## config.mk

```make
export PLATFORM = sky130hd
export DESIGN_NAME = paddle_controller
export DESIGN_NICKNAME = d
export VERILOG_FILES = /design/src/rtl/pong_pkg.sv /design/src/rtl/button_debounce.sv /design/src/rtl/paddle_controller.sv
export SDC_FILE = /design/constraint.sdc
export NUM_CORES = 1
export LEC_CHECK = 0
export BUFFER_PORTS_ARGS = -buffer_cell sky130_fd_sc_hd__buf_4
export CAP_MARGIN = 5
export CORE_ASPECT_RATIO = 1.4
export CORE_UTILIZATION = 30
export CTS_BUF_LIST = sky130_fd_sc_hd__clkbuf_4
export DETAILED_ROUTE_END_ITERATION = 16
export HOLD_SLACK_MARGIN = 0.1
export PLACE_DENSITY = 0.5
export REMOVE_ABC_BUFFERS = 1
export SLEW_MARGIN = 15
export SYNTH_ARGS = -nofsm -noshare
export SYNTH_HDL_FRONTEND = slang
export SYNTH_SLANG_ARGS = --single-unit
```

## constraint.sdc

```tcl
create_clock -name clk -period 6.7 [get_ports clk]
set_clock_uncertainty 0.15 [all_clocks]
set_input_delay 0.335 -clock clk [delete_from_list [all_inputs] [get_ports clk]]
set_output_delay 0.335 -clock clk [all_outputs]
set_load 0.005 [all_outputs]
```

## src/rtl/pong_pkg.sv

```systemverilog
// Shared pong constants, paddle FSM encoding and AI target helper,
// used by the paddle and ball controllers.
package pong_pkg;

  localparam int unsigned SCREEN_W    = 640;
  localparam int unsigned SCREEN_H    = 480;
  localparam int unsigned TOP_MARGIN  = 25;
  localparam int unsigned PADDLE_H    = 72;
  localparam int unsigned Y_MAX       = SCREEN_H - TOP_MARGIN - PADDLE_H;
  localparam int unsigned Y_CENTER    = 191;
  // AI tracks the ball only once it is in the right half of the field
  localparam int unsigned AI_X_THRESH = SCREEN_W / 2;

  typedef enum logic [1:0] {
    PAD_IDLE = 2'd0,
    PAD_UP   = 2'd1,
    PAD_DOWN = 2'd2
  } paddle_state_e;

  // Paddle top that centres the paddle on ball_y, clamped to [0, ymax]
  function automatic logic [9:0] ai_target(input logic [9:0] ball_y,
                                           input logic [9:0] offset,
                                           input logic [9:0] ymax);
    logic [9:0] diff;
    diff = ball_y - offset;
    if (ball_y < offset) return '0;
    else if (diff > ymax) return ymax;
    else return diff;
  endfunction

endpackage

```

## src/rtl/button_debounce.sv

```systemverilog
// Two-flop synchronizer followed by a refresh-tick debouncer for one button.
module button_debounce #(
  parameter int unsigned DEB_TICKS = 4
) (
  input  logic clk,
  input  logic reset,
  input  logic tick_i,
  input  logic btn_i,
  output logic level_o
);

  localparam int unsigned CW = (DEB_TICKS > 1) ? $clog2(DEB_TICKS) : 1;

  logic [1:0]    sync_q;
  logic          level_q;
  logic [CW-1:0] cnt_q;

  // Bring the raw button into the clk domain
  always_ff @(posedge clk or posedge reset) begin
    if (reset) sync_q <= '0;
    else       sync_q <= {sync_q[0], btn_i};
  end

  // Flip the level only after DEB_TICKS consecutive disagreeing ticks
  always_ff @(posedge clk or posedge reset) begin
    if (reset) begin
      level_q <= 1'b0;
      cnt_q   <= '0;
    end else if (tick_i) begin
      if (sync_q[1] != level_q) begin
        if (cnt_q == CW'(DEB_TICKS - 1)) begin
          level_q <= sync_q[1];
          cnt_q   <= '0;
        end else begin
          cnt_q <= cnt_q + CW'(1);
        end
      end else begin
        cnt_q <= '0;
      end
    end
  end

  assign level_o = level_q;

endmodule

```

## src/rtl/paddle_controller.sv

```systemverilog
// Two paddles: human paddles with debounced buttons, speed-ramping IDLE/UP/DOWN
// FSMs and saturating motion; paddle 2 optionally driven by a ball-tracking AI.
module paddle_controller
  import pong_pkg::*;
#(
  parameter int unsigned TOP_MARGIN = pong_pkg::TOP_MARGIN,
  parameter int unsigned PADDLE_H   = pong_pkg::PADDLE_H,
  parameter int unsigned Y_MAX      = pong_pkg::Y_MAX,
  parameter int unsigned Y_CENTER   = pong_pkg::Y_CENTER,
  parameter int unsigned DEB_TICKS  = 4,
  parameter int unsigned RAMP_TICKS = 8,
  parameter int unsigned MAX_SPEED  = 4,
  parameter int unsigned AI_SPEED   = 3,
  parameter int unsigned AI_PERIOD  = 2
) (
  input  logic       clk,
  input  logic       reset,
  input  logic       refresh_tick,
  input  logic       game_active,
  input  logic       game_over,
  input  logic       ai_enable,
  input  logic       p1_up,
  input  logic       p1_down,
  input  logic       p2_up,
  input  logic       p2_down,
  input  logic [9:0] ball_x,
  input  logic [9:0] ball_y,
  output logic [9:0] paddle1_y,
  output logic [9:0] paddle2_y,
  output logic       ai_active
);

  localparam int unsigned SPW = $clog2(MAX_SPEED + 1);
  localparam int unsigned RMW = (RAMP_TICKS > 1) ? $clog2(RAMP_TICKS) : 1;
  localparam int unsigned AIW = (AI_PERIOD > 1) ? $clog2(AI_PERIOD) : 1;
  localparam logic [9:0]  YMAX_L  = 10'(Y_MAX);
  localparam logic [9:0]  YCTR_L  = 10'(Y_CENTER);
  localparam logic [9:0]  AI_OFS  = 10'(TOP_MARGIN + PADDLE_H / 2);
  localparam logic [9:0]  AI_STEP = 10'(AI_SPEED);
  localparam logic [9:0]  AI_X    = 10'(AI_X_THRESH);

  logic [1:0]     up_lvl, dn_lvl;
  paddle_state_e  st_q    [2];
  paddle_state_e  req_st  [2];
  logic [SPW-1:0] speed_q [2];
  logic [RMW-1:0] ramp_q  [2];
  logic [9:0]     pos_q   [2];
  logic [9:0]     step    [2];
  logic [9:0]     mov     [2];
  logic           ai_active_q;
  logic [AIW-1:0] ai_div_q;
  logic [9:0]     tgt_q, tgt_calc, tgt_eff, ai_pos;

  button_debounce #(.DEB_TICKS(DEB_TICKS)) u_p1_up (
    .clk(clk), .reset(reset), .tick_i(refresh_tick), .btn_i(p1_up), .level_o(up_lvl[0]));
  button_debounce #(.DEB_TICKS(DEB_TICKS)) u_p1_down (
    .clk(clk), .reset(reset), .tick_i(refresh_tick), .btn_i(p1_down), .level_o(dn_lvl[0]));
  button_debounce #(.DEB_TICKS(DEB_TICKS)) u_p2_up (
    .clk(clk), .reset(reset), .tick_i(refresh_tick), .btn_i(p2_up), .level_o(up_lvl[1]));
  button_debounce #(.DEB_TICKS(DEB_TICKS)) u_p2_down (
    .clk(clk), .reset(reset), .tick_i(refresh_tick), .btn_i(p2_down), .level_o(dn_lvl[1]));

  // Requested FSM state from debounced levels, with game_over / AI overrides
  always_comb begin
    for (int unsigned i = 0; i < 2; i++) begin
      req_st[i] = PAD_IDLE;
      if (up_lvl[i] && !dn_lvl[i])      req_st[i] = PAD_UP;
      else if (dn_lvl[i] && !up_lvl[i]) req_st[i] = PAD_DOWN;
    end
    if (game_over || ai_active_q) req_st[1] = PAD_IDLE;
    if (game_over)                req_st[0] = PAD_IDLE;
  end

  // Saturating human-paddle motion from the registered state and speed
  always_comb begin
    for (int unsigned i = 0; i < 2; i++) begin
      step[i] = 10'(speed_q[i]);
      mov[i]  = pos_q[i];
      case (st_q[i])
        PAD_UP:   mov[i] = (pos_q[i] >= step[i]) ? pos_q[i] - step[i] : '0;
        PAD_DOWN: mov[i] = (YMAX_L - pos_q[i] >= step[i]) ? pos_q[i] + step[i] : YMAX_L;
        default:  mov[i] = pos_q[i];
      endcase
    end
  end

  // AI target and capped step; a sampling tick steers toward the fresh target
  always_comb begin
    tgt_calc = (ball_x >= AI_X) ? ai_target(ball_y, AI_OFS, YMAX_L) : YCTR_L;
    tgt_eff  = (ai_div_q == '0) ? tgt_calc : tgt_q;
    ai_pos   = pos_q[1];
    if (tgt_eff > pos_q[1])
      ai_pos = (tgt_eff - pos_q[1] > AI_STEP) ? pos_q[1] + AI_STEP : tgt_eff;
    else if (tgt_eff < pos_q[1])
      ai_pos = (pos_q[1] - tgt_eff > AI_STEP) ? pos_q[1] - AI_STEP : tgt_eff;
  end

  // Paddle FSMs, speed ramp and positions, all advanced on refresh_tick
  always_ff @(posedge clk or posedge reset) begin
    if (reset) begin
      for (int unsigned i = 0; i < 2; i++) begin
        st_q[i]    <= PAD_IDLE;
        speed_q[i] <= SPW'(1);
        ramp_q[i]  <= '0;
        pos_q[i]   <= YCTR_L;
      end
    end else if (refresh_tick) begin
      for (int unsigned i = 0; i < 2; i++) begin
        st_q[i] <= req_st[i];
        if (req_st[i] == PAD_IDLE || req_st[i] != st_q[i]) begin
          speed_q[i] <= SPW'(1);
          ramp_q[i]  <= '0;
        end else if (ramp_q[i] == RMW'(RAMP_TICKS - 1)) begin
          ramp_q[i] <= '0;
          if (speed_q[i] < SPW'(MAX_SPEED)) speed_q[i] <= speed_q[i] + SPW'(1);
        end else begin
          ramp_q[i] <= ramp_q[i] + RMW'(1);
        end
      end
      if (game_over) begin
        pos_q[0] <= YCTR_L;
        pos_q[1] <= YCTR_L;
      end else if (game_active) begin
        pos_q[0] <= mov[0];
        pos_q[1] <= ai_active_q ? ai_pos : mov[1];
      end
    end
  end

  // AI sampling divider and held target; divider parks at 0 while AI is off
  always_ff @(posedge clk or posedge reset) begin
    if (reset) begin
      ai_div_q <= '0;
      tgt_q    <= YCTR_L;
    end else if (refresh_tick) begin
      if (!ai_active_q) begin
        ai_div_q <= '0;
      end else begin
        tgt_q    <= tgt_eff;
        ai_div_q <= (ai_div_q == AIW'(AI_PERIOD - 1)) ? '0 : ai_div_q + AIW'(1);
      end
    end
  end

  // Registered copy of the AI enable
  always_ff @(posedge clk or posedge reset) begin
    if (reset) ai_active_q <= 1'b0;
    else       ai_active_q <= ai_enable;
  end

  assign paddle1_y = pos_q[0];
  assign paddle2_y = pos_q[1];
  assign ai_active = ai_active_q;

endmodule

```

==> reports/metrics.csv, run 1 <==
metric,value,unit
core_area,21300,um2
die_area,22400,um2
gp_routability_congestion,0.843,
yosysWarningCount,0,
finalCritPeriodShare,78.9,%
fin_total_pwr,0.00226,W
vias_in_the_first_global_route,5804,
met2_length,9840,um
remaining_drc_errors,0,
port_buffers,44,
hold_buffers,6,
finish.net_count,929,
antenna_left,0,
avgRoutedWirePerCell,17.0,um
syn_inst,806,
clk-insertion-delay-late,430,ps
worstSetupPathType,in -> reg,
finalSetupViolCount,0,
postCtsSetupRepairBufs,0,
power-per-cell-area,309,nW/um2
grt_pass1_wl,30200,um
clk_root_buffer_cell,sky130_fd_sc_hd__clkbuf_4,
synth.top_cells.by_area,"sky130_fd_sc_hd__dfrtp_1, sky130_fd_sc_hd__ha_1, sky130_fd_sc_hd__dfstp_2",
post_synth_most_frequent_cells,"sky130_fd_sc_hd__nand2_1, sky130_fd_sc_hd__inv_1, sky130_fd_sc_hd__nor2_1",
floorplan.die.height,177,um
post_route_cells_drive_above_1_share,14.4,%
detail_route.iter0.violations,298,
run_status,finished clean,
top_layer_used,met4,
hpwl,14500,um
max_freq,189,MHz
dr_vias,5973,
drt_first_pass_iters,5,
worstMarginPinSlew,888,ps
rsz0062_at_grt,no,
floorplan.initialDensity,30.8,%
critical_path.max_fanout,14,
core.rowCount,63,
p_leak,3.11,nW
antenna_found_initial,1,
cp_data_arrival_time,5480,ps
layout-area-overhead-vs-synth,11.9,%
met1_length,7950,um
synth_largest_area_cell,sky130_fd_sc_hd__dfrtp_1,
synth_enable_flop_cells,0,
wl_met3,410,um
postSynth.asyncResetShare,100,%
cap_violations,0,
grt_max_degree,69,
netlist_area,6550,um2
pin_count,51,
max-vdd-ir-drop,0.000141,V
synth.ff_latch_count,68,
timing.slew.headroom,40.8,%
clock_path_buffers,2,
worst_ep_required_time,6900,ps
avgSynthCellArea,8.13,um2
min_period,5280,ps
cts-buffers-inserted,9,
globalRoute.totalOverflow,0,
clkSlewWorstSetupHoldPaths,140,ps
seq_area_frac_synth,26.4,%
cp-end-kind,flip-flop,
tritoncts_num_sinks,68,
synth.most_common_cell,sky130_fd_sc_hd__nand2_1,
synth_top_flop_cell,sky130_fd_sc_hd__dfrtp_1,
number_of_distinct_library_cells_after_synthesis,85,
start_kind,input pin,
post_drt_via_cell_ratio,5.41,
cts_resized,0,
wl,18800,um
tritoncts,built,
yosysTopAreaCellShare,17.2,%
fin_setup_tns,0,ps
grt_use_total,17.1,%
timing.hold.worst.class,in -> reg,
fp.dieW,127,um
finalHoldViolations,0,
finalMaxSlewViolations,0,
max_h_tree_level,3,
## state kept, by name, summed over array words and instances (netlist names), 2 cells and up
register	flops
paddle1_y	10
ramp_q	6
u_p1_down.sync_q	2
u_p1_up.sync_q	2
u_p1_up.cnt_q	2
u_p2_down.sync_q	2
u_p2_up.sync_q	2
paddle2_y	10
u_p2_up.cnt_q	2
speed_q	6
u_p2_down.cnt_q	2
st_q	4
u_p1_down.cnt_q	2
tgt_q	10
## routing by layer
layer / track usage [%] / vias up
met5: 0 / -
met4: 6.70 / 0
met3: 1.69 / 29
met2: 31.9 / 109
met1: 20.0 / 2863
li1: - / 2972
## placed cells by master, fill, tap and decap left out, types with 22 or more instances in the layout
master / netlist / final
sky130_fd_sc_hd__dfstp_2: 23 / 23
sky130_fd_sc_hd__ha_1: 55 / 55
sky130_fd_sc_hd__buf_4: 1 / 51
sky130_fd_sc_hd__xnor2_1: 24 / 24
sky130_fd_sc_hd__nor2_1: 67 / 67
sky130_fd_sc_hd__a21oi_1: 58 / 58
sky130_fd_sc_hd__nor3_1: 22 / 22
sky130_fd_sc_hd__o21ai_0: 39 / 39
sky130_fd_sc_hd__dfrtp_1: 45 / 45
sky130_fd_sc_hd__inv_1: 68 / 67
sky130_fd_sc_hd__nand2_1: 77 / 77
## kinds of logic after synthesis
group	after synthesis	synth area share, %
AO/OA/AOI/OAI	244	25.9
XOR/XNOR	38	5.31
adder cells (fa/ha/maj)	61	12.3
buffers and inverters	104	6.09
flip-flops	68	26.4
multiplexers	18	2.94
AND/OR/NAND/NOR	273	21.0
## final timing paths
check,start,endpoint,slack [ps],depth (start not counted)
setup / recovery,ball_y[6],paddle2_y[2],1420,17
hold / removal,game_over,st_q[3],150,3
setup reg to reg,ai_div_q,paddle2_y[2],1770,14
hold reg to reg,u_p1_up.sync_q[0],u_p1_up.sync_q[1],210,0
max in group asynchronous,reset,speed_q[2],5240,4
min in group asynchronous,reset,u_p2_up.sync_q[0],560,4
## final cells by class
class	instances	area (um2)
fillers	2312	14000
multi-input cells	634	4420
flip-flops and latches	68	1730
repair buffers	57	443
well taps	260	325
inverters	68	255
clock inverters	7	83.8
clock buffers	9	67.6
diodes	1	2.50
## worst max-delay path: stages
cell and delay [ps]:
sky130_fd_sc_hd__buf_4 150, sky130_fd_sc_hd__or4b_2 650, sky130_fd_sc_hd__or4_1 440, sky130_fd_sc_hd__nand2_1 150, sky130_fd_sc_hd__o21ai_1 110, sky130_fd_sc_hd__o21ai_0 260
sky130_fd_sc_hd__a21o_1 260, sky130_fd_sc_hd__inv_1 110, sky130_fd_sc_hd__ha_1 540, sky130_fd_sc_hd__o21a_1 210, sky130_fd_sc_hd__o31a_1 210, sky130_fd_sc_hd__a21oi_1 70
sky130_fd_sc_hd__or4b_1 510, sky130_fd_sc_hd__or4_1 650, sky130_fd_sc_hd__o311ai_0 440, sky130_fd_sc_hd__a221oi_1 110, sky130_fd_sc_hd__o31ai_1 270
## where the power goes
part / leakage, nW / internal [W] / total (W) / switching (W)
Clock: 0.0790 / 0.000120 / 0.000295 / 0.000174
Combinational: 2.20 / 0.000532 / 0.00129 / 0.000757
Sequential: 0.827 / 0.000524 / 0.000677 / 0.000153
Total: 3.11 / 0.00118 / 0.00226 / 0.00108
## stage by stage
step / worst slack [ps] / utilization [%] / std cells / cell area (um2) / hold slack, ps
after floorplan: 1870 / - / 770 / 6400 / 181
after global placement: 1010 / 33.4 / 1081 / 7110 / 185
after detailed placement: 993 / 33.4 / 1081 / 7110 / 186
after CTS: 1460 / 34.4 / 1103 / 7320 / 110
after global routing: 1060 / 34.4 / 1104 / 7330 / 113
final: 1420 / 34.4 / 1104 / 7330 / 148
Power figures use the tool's default switching activity.
==> run 2: changes to the inputs <==
Settings changed: PLACE_DENSITY 0.5 to 0.51.
Clock period 6.7 ns to 4.8 ns, I/O delays scaled along.
==> run 2 against run 1 <==
  * Critical endpoint is now paddle2_y[0]
  * Register-to-register slack got worse by 1100 ps
  * Global-route usage is 0.93 points higher
  * Die area stayed put
  * Sequential power is 38% higher
  * Power increased by 52%
  * Combinational power is 64% higher
  * Flip-flop and latch count unchanged
==> reports/metrics.csv, run 2 (synthesized netlist as in run 1, its figures left out) <==
metric,value,unit,change
finalSetupViolCount,0,,unchanged
clkSlewWorstSetupHoldPaths,130,ps,was 140 ps
cp_data_arrival_time,4830,ps,was 5480 ps
final_core_util,37.7,%,was 34.4%
floorplan.die.height,177,um,unchanged
grt_use_total,18.1,%,was 17.1%
fp.dieW,127,um,unchanged
core_area,21300,um2,unchanged
max_h_tree_level,3,,unchanged
worstSetupPathType,in -> reg,,unchanged
worst_r2r_path_depth,16,,was 14
internal_pwr_total,0.00187,W,was 0.00118 W
final_cell_mix,"sky130_fd_sc_hd__buf_4, sky130_fd_sc_hd__nand2_1, sky130_fd_sc_hd__nor2_1, sky130_fd_sc_hd__inv_1, sky130_fd_sc_hd__a21oi_1",,"was sky130_fd_sc_hd__nand2_1, sky130_fd_sc_hd__nor2_1, sky130_fd_sc_hd__inv_1"
clk-insertion-delay-late,420,ps,was 430 ps
avgRoutedWirePerCell,16.4,um,was 17.0 um
power_frac_comb,61.5,%,was 57.0%
die_area,22400,um2,unchanged
grt_max_degree,69,,unchanged
globalRoute.totalOverflow,0,,unchanged
cap_violations,0,,unchanged
hpwl,15400,um,"was 14,500 um"
remaining_drc_errors,0,,unchanged
layout_commonest_cell,sky130_fd_sc_hd__buf_4,,was sky130_fd_sc_hd__nand2_1
power-per-cell-area,428,nW/um2,was 309 nW/um2
timing.hold.worst_path_depth,5,,was 3
grt_pass1_wl,31800,um,"was 30,200 um"
p_leak,3.52,nW,was 3.11 nW
finalHoldViolations,0,,unchanged
clkPwrFrac,11.4,%,was 13.0%
timing.slew.headroom,40.7,%,was 40.8%
final_area,8030,um2,was 7330 um2
antenna_left,0,,unchanged
floorplan.initialDensity,30.8,%,unchanged
postPlaceCellArea,7730,um2,was 7110 um2
timing.hold.worst.class,in -> reg,,unchanged
dr_vias,6303,,"was 5,973"
worstMarginPinSlew,889,ps,was 888 ps
pin_count,51,,unchanged
core.rowCount,63,,unchanged
antenna_found_initial,1,,unchanged
finish.net_count,1016,,was 929
finalCritPeriodShare,96.3,%,
drt_first_pass_iters,5,,unchanged
seq_power_share,27.1,%,was 29.9%
tritoncts,built,,unchanged
vias_in_the_first_global_route,6248,,"was 5,804"
critical_path.max_fanout,11,,was 14
clock_path_buffers,2,,unchanged
sequential_cell_area,1730,um2,unchanged
worst_ep_required_time,5010,ps,was 6900 ps
filler_cell_count,2282,,"was 2,312"
post_route_cells_drive_above_1_share,22.8,%,was 14.4%
detail_route.iter0.violations,269,,was 298
multi_input_gate_area,4470,um2,was 4420 um2
post_drt_via_cell_ratio,5.29,,was 5.41
cts-buffers-inserted,9,,unchanged
min_period,4620,ps,
port_buffers,44,,unchanged
gp_routability_congestion,0.867,,was 0.843
netSwitchingPower,0.00157,W,was 0.00108 W
tritoncts_num_sinks,68,,unchanged
wl,19500,um,"was 18,800 um"
run_status,finished clean,,unchanged
max_freq,216,MHz,
max-vdd-ir-drop,0.000215,V,was 0.000141 V
cp-end-kind,flip-flop,,unchanged
finalMaxSlewViolations,0,,unchanged
sw_frac_of_total,45.7,%,was 48.0%
clk_root_buffer_cell,sky130_fd_sc_hd__clkbuf_4,,unchanged
layout-area-overhead-vs-synth,22.7,%,was 11.9%
start_kind,input pin,,unchanged
run 2: changes by cell type in the layout (fill, tap and decap cells not counted), moves of 2 or more:
cell,delta
sky130_fd_sc_hd__buf_4,+83
sky130_fd_sc_hd__clkinvlp_4,+2
sky130_fd_sc_hd__dlygate4sd3_1,+4
sky130_fd_sc_hd__nor4_1,-2
sky130_fd_sc_hd__nor4_2,+2
sky130_fd_sc_hd__o311ai_0,-2
sky130_fd_sc_hd__o311ai_1,+2
run 2: timing repair:
| action | 4_1_cts | 5_1_grt |
|---|---|---|
| setup endpoints to repair | 0 | 10 |
| hold buffers | 10 | 0 |
| endpoints found under the hold margin | 63 | 0 |
| setup buffers | 0 | 1 |
| resized for setup | 0 | 14 |
run 2: area by class of cell:
class	instances	share of cell area, %
inverter	68	3.18
clock inverter	7	0.934
clock buffer	9	0.841
timing repair buffer	144	13.8
tap	260	4.05
multi-input combinational	634	55.7
sequential	68	21.5
antenna	1	0.0311
run 2: metal layers:
layer	GRT usage (%)	vias up	part of all wire, %	wire [um]
li1	-	3151	-	-
met2	33.9	114	53	10400
met1	20.3	3004	41	8020
met4	8.38	0	3.5	691
met3	1.96	34	2.3	450
met5	0	-	0	0
run 2: final timing paths:
| check | startpoint | slack (ps) | to |
|---|---|---|---|
| setup / recovery | ball_y[2] | 180 | paddle2_y[0] |
| hold / removal | ball_y[4] | 180 | tgt_q[4] |
| setup reg to reg | ai_div_q | 660 | paddle2_y[0] |
| hold reg to reg | u_p2_down.sync_q[0] | 220 | u_p2_down.sync_q[1] |
| max in group asynchronous | reset | 3430 | ramp_q[3] |
| min in group asynchronous | reset | 490 | u_p2_down.sync_q[0] |
run 2: critical path, stage by stage:
cell and delay (ps):
sky130_fd_sc_hd__dlygate4sd3_1 530, sky130_fd_sc_hd__buf_4 150, sky130_fd_sc_hd__nand3_4 110, sky130_fd_sc_hd__or4_1 540, sky130_fd_sc_hd__nand2_1 150, sky130_fd_sc_hd__o21ai_1 120
sky130_fd_sc_hd__o21ai_1 200, sky130_fd_sc_hd__a21o_1 240, sky130_fd_sc_hd__inv_1 100, sky130_fd_sc_hd__ha_1 300, sky130_fd_sc_hd__buf_4 180, sky130_fd_sc_hd__nor2b_1 140
sky130_fd_sc_hd__o21bai_2 150, sky130_fd_sc_hd__nand3_1 110, sky130_fd_sc_hd__a222oi_1 400, sky130_fd_sc_hd__mux2_4 360, sky130_fd_sc_hd__o31ai_4 90, sky130_fd_sc_hd__nor3_2 120
sky130_fd_sc_hd__or4_1 470, sky130_fd_sc_hd__o311a_1 130
run 2: power groups by stage:
stage          sequential [W]  combinational [W]  clock [W]
3_5_place_dp         0.000943            0.00207          0
5_1_grt              0.000960            0.00236   0.000434
2_1_floorplan        0.000890            0.00129          0
6_report             0.000932            0.00211   0.000392
3_3_place_gp         0.000943            0.00206          0
4_1_cts              0.000934            0.00209   0.000412
run 2: through the flow:
stage	setup TNS, ps	hold WS (ps)	worst slack, ps	total power [W]	instances
2_1_floorplan	0	121	62.6	0.00218	770
3_3_place_gp	-866	183	-175	0.00300	1163
5_1_grt	-28.5	167	-16.8	0.00375	1191
3_5_place_dp	-1570	185	-240	0.00302	1163
4_1_cts	0	153	75.8	0.00344	1189
6_report	0	176	180	0.00344	1191
==> run 3: changes to the inputs <==
Settings changed: CORE_UTILIZATION 30 to 40, PLACE_DENSITY 0.51 to 0.63.
==> run 3 against run 2 <==
  * Utilization increased by 11 points
  * Die area decreased by 25%
  * Routed wire length decreased by 8.3%
  * Worst hold slack got worse by 12 ps
  * Clock-buffer cell count unchanged
  * Critical path type unchanged
==> reports/metrics.csv, run 3 (synthesized netlist as in run 1, its figures left out) <==
metric,value,unit,change
antenna_left,0,,unchanged
regToRegSetupSlack,710,ps,was 660 ps
grt_max_degree,50,,was 69
run_status,finished clean,,unchanged
worst_ep_required_time,5020,ps,was 5010 ps
hpwl,14100,um,"was 15,400 um"
grt_use_total,22.2,%,was 18.1%
final_area,7790,um2,was 8030 um2
max-vdd-ir-drop,0.000269,V,was 0.000215 V
core.rowCount,55,,was 63
finalHoldViolations,0,,unchanged
pin_count,51,,unchanged
finalCritPeriodShare,96.1,%,was 96.3%
multi_input_gate_area,4430,um2,was 4470 um2
finish.net_count,995,,"was 1,016"
worstSetupPathType,in -> reg,,unchanged
layout-area-overhead-vs-synth,19.0,%,was 22.7%
post_route_cells_drive_above_1_share,20.0,%,was 22.8%
die_area,16900,um2,"was 22,400 um2"
avgRoutedWirePerCell,16.1,um,was 16.4 um
dr_vias,6245,,"was 6,303"
clk_root_buffer_cell,sky130_fd_sc_hd__clkbuf_4,,unchanged
start_kind,input pin,,unchanged
tritoncts,built,,unchanged
post-place-ws,-214,ps,was -240 ps
cp-end-kind,flip-flop,,unchanged
sequential_cell_area,1730,um2,unchanged
floorplan.initialDensity,40.7,%,was 30.8%
core_area,16100,um2,"was 21,300 um2"
wl,17900,um,"was 19,500 um"
rsz0062_at_grt,no,,
antenna_found_initial,1,,unchanged
filler_cell_count,1624,,"was 2,282"
tritoncts_num_sinks,68,,unchanged
holdWs,164,ps,was 176 ps
layout_commonest_cell,sky130_fd_sc_hd__buf_4,,unchanged
worst_r2r_endpoint,paddle2_y[6],,was paddle2_y[0]
critical_path.max_fanout,6,,was 11
clk-insertion-delay-late,430,ps,was 420 ps
vias_in_the_first_global_route,6234,,"was 6,248"
timing.slew.headroom,47.0,%,was 40.7%
worst_r2r_path_depth,13,,was 16
final.setup.worst_slack,185,ps,was 180 ps
clkSlewWorstSetupHoldPaths,130,ps,about the same
worstMarginPinSlew,787,ps,was 889 ps
remaining_drc_errors,0,,unchanged
fp.dieW,110,um,was 127 um
postPlaceCellArea,7500,um2,was 7730 um2
floorplan.die.height,153,um,was 177 um
finalSetupViolCount,0,,unchanged
gp_routability_congestion,0.897,,was 0.867
timing.hold.worst_path_depth,5,,unchanged
post_drt_via_cell_ratio,5.63,,was 5.29
grt_pass1_wl,29500,um,"was 31,800 um"
max_h_tree_level,3,,unchanged
clock_path_buffers,2,,unchanged
cp_data_arrival_time,4840,ps,was 4830 ps
regToRegStartpoint,ai_div_q,,unchanged
detail_route.iter0.violations,442,,was 269
p_leak,3.44,nW,was 3.52 nW
finalNonFillerCells,1109,,"was 1,191"
crit_end,paddle2_y[0],,unchanged
max_freq,217,MHz,was 216 MHz
min_period,4610,ps,was 4620 ps
globalRoute.totalOverflow,0,,unchanged
drt_first_pass_iters,7,,was 5
final_cell_mix,"sky130_fd_sc_hd__buf_4, sky130_fd_sc_hd__nand2_1, sky130_fd_sc_hd__nor2_1, sky130_fd_sc_hd__inv_1, sky130_fd_sc_hd__a21oi_1",,unchanged
post_placement_cell_count,1082,,"was 1,163"
timing.hold.worst.class,in -> reg,,unchanged
port_buffers,44,,unchanged
power-per-cell-area,437,nW/um2,was 428 nW/um2
cts-buffers-inserted,9,,unchanged
cap_violations,0,,unchanged
cp-startpoint,ball_y[6],,was ball_y[2]
finalMaxSlewViolations,0,,unchanged
fin_setup_tns,0,ps,unchanged
run 3: power breakdown:
part	switching [W]	total, W	internal (W)	leakage [nW]
clock	0.000216	0.000478	0.000262	0.0952
combinational	0.00107	0.00199	0.000924	2.52
sequential	0.000208	0.000939	0.000731	0.827
total	0.00149	0.00341	0.00192	3.44
run 3: what timing repair did:
| item | in CTS | in global routing |
|---|---|---|
| hold endpoints to repair | 35 | 0 |
| setup endpoints to repair | 0 | 3 |
| gates resized for setup | 0 | 4 |
| hold buffers | 10 | 0 |
| setup buffers | 0 | 0 |
run 3: how the worst min path moves through the flow:
stage	from	to	slack [ps]
after floorplan	ai_enable	ai_active	120
after global placement	reset	speed_q[4]	180
after detailed placement	reset	speed_q[4]	180
after CTS	game_active	paddle2_y[1]	160
after global routing	ball_y[3]	tgt_q[3]	190
final	ball_y[4]	tgt_q[4]	160
run 3: layer usage:
layer / vias to the layer above / wire length, um / GRT usage, %
met5: - / 0 / 0
li1: 3099 / - / -
met1: 2936 / 7240 / 25.5
met4: 0 / 853 / 11.8
met2: 153 / 9210 / 39.2
met3: 57 / 595 / 2.77
run 3: worst max-delay path, stage by stage:
cell	delay, ps
sky130_fd_sc_hd__buf_4	110
sky130_fd_sc_hd__or4b_2	650
sky130_fd_sc_hd__or4_1	450
sky130_fd_sc_hd__nand2_1	160
sky130_fd_sc_hd__o21ai_1	120
sky130_fd_sc_hd__o21ai_1	200
sky130_fd_sc_hd__a21o_1	230
sky130_fd_sc_hd__inv_1	90
sky130_fd_sc_hd__ha_1	350
sky130_fd_sc_hd__nor2b_1	160
sky130_fd_sc_hd__o21bai_1	270
sky130_fd_sc_hd__nand3_1	130
sky130_fd_sc_hd__a222oi_1	400
sky130_fd_sc_hd__mux2_2	420
sky130_fd_sc_hd__o31ai_4	110
sky130_fd_sc_hd__nor3_2	120
sky130_fd_sc_hd__or4_1	480
sky130_fd_sc_hd__o311a_1	130
run 3: layout make-up:
cell class | count | share of cell area (%)
multi-input combinational | 634 | 56.8
clock buffer | 9 | 0.867
tap | 199 | 3.19
clock inverter | 7 | 1.48
sequential | 68 | 22.2
inverter | 68 | 3.28
timing repair buffer | 123 | 12.2
antenna | 1 | 0.0321
run 3: through the flow:
step | utilization [%] | power, W
2_1_floorplan | - | 0.00218
3_3_place_gp | 46.6 | 0.00290
3_5_place_dp | 46.6 | 0.00292
4_1_cts | 48.3 | 0.00342
5_1_grt | 48.4 | 0.00371
6_report | 48.4 | 0.00341
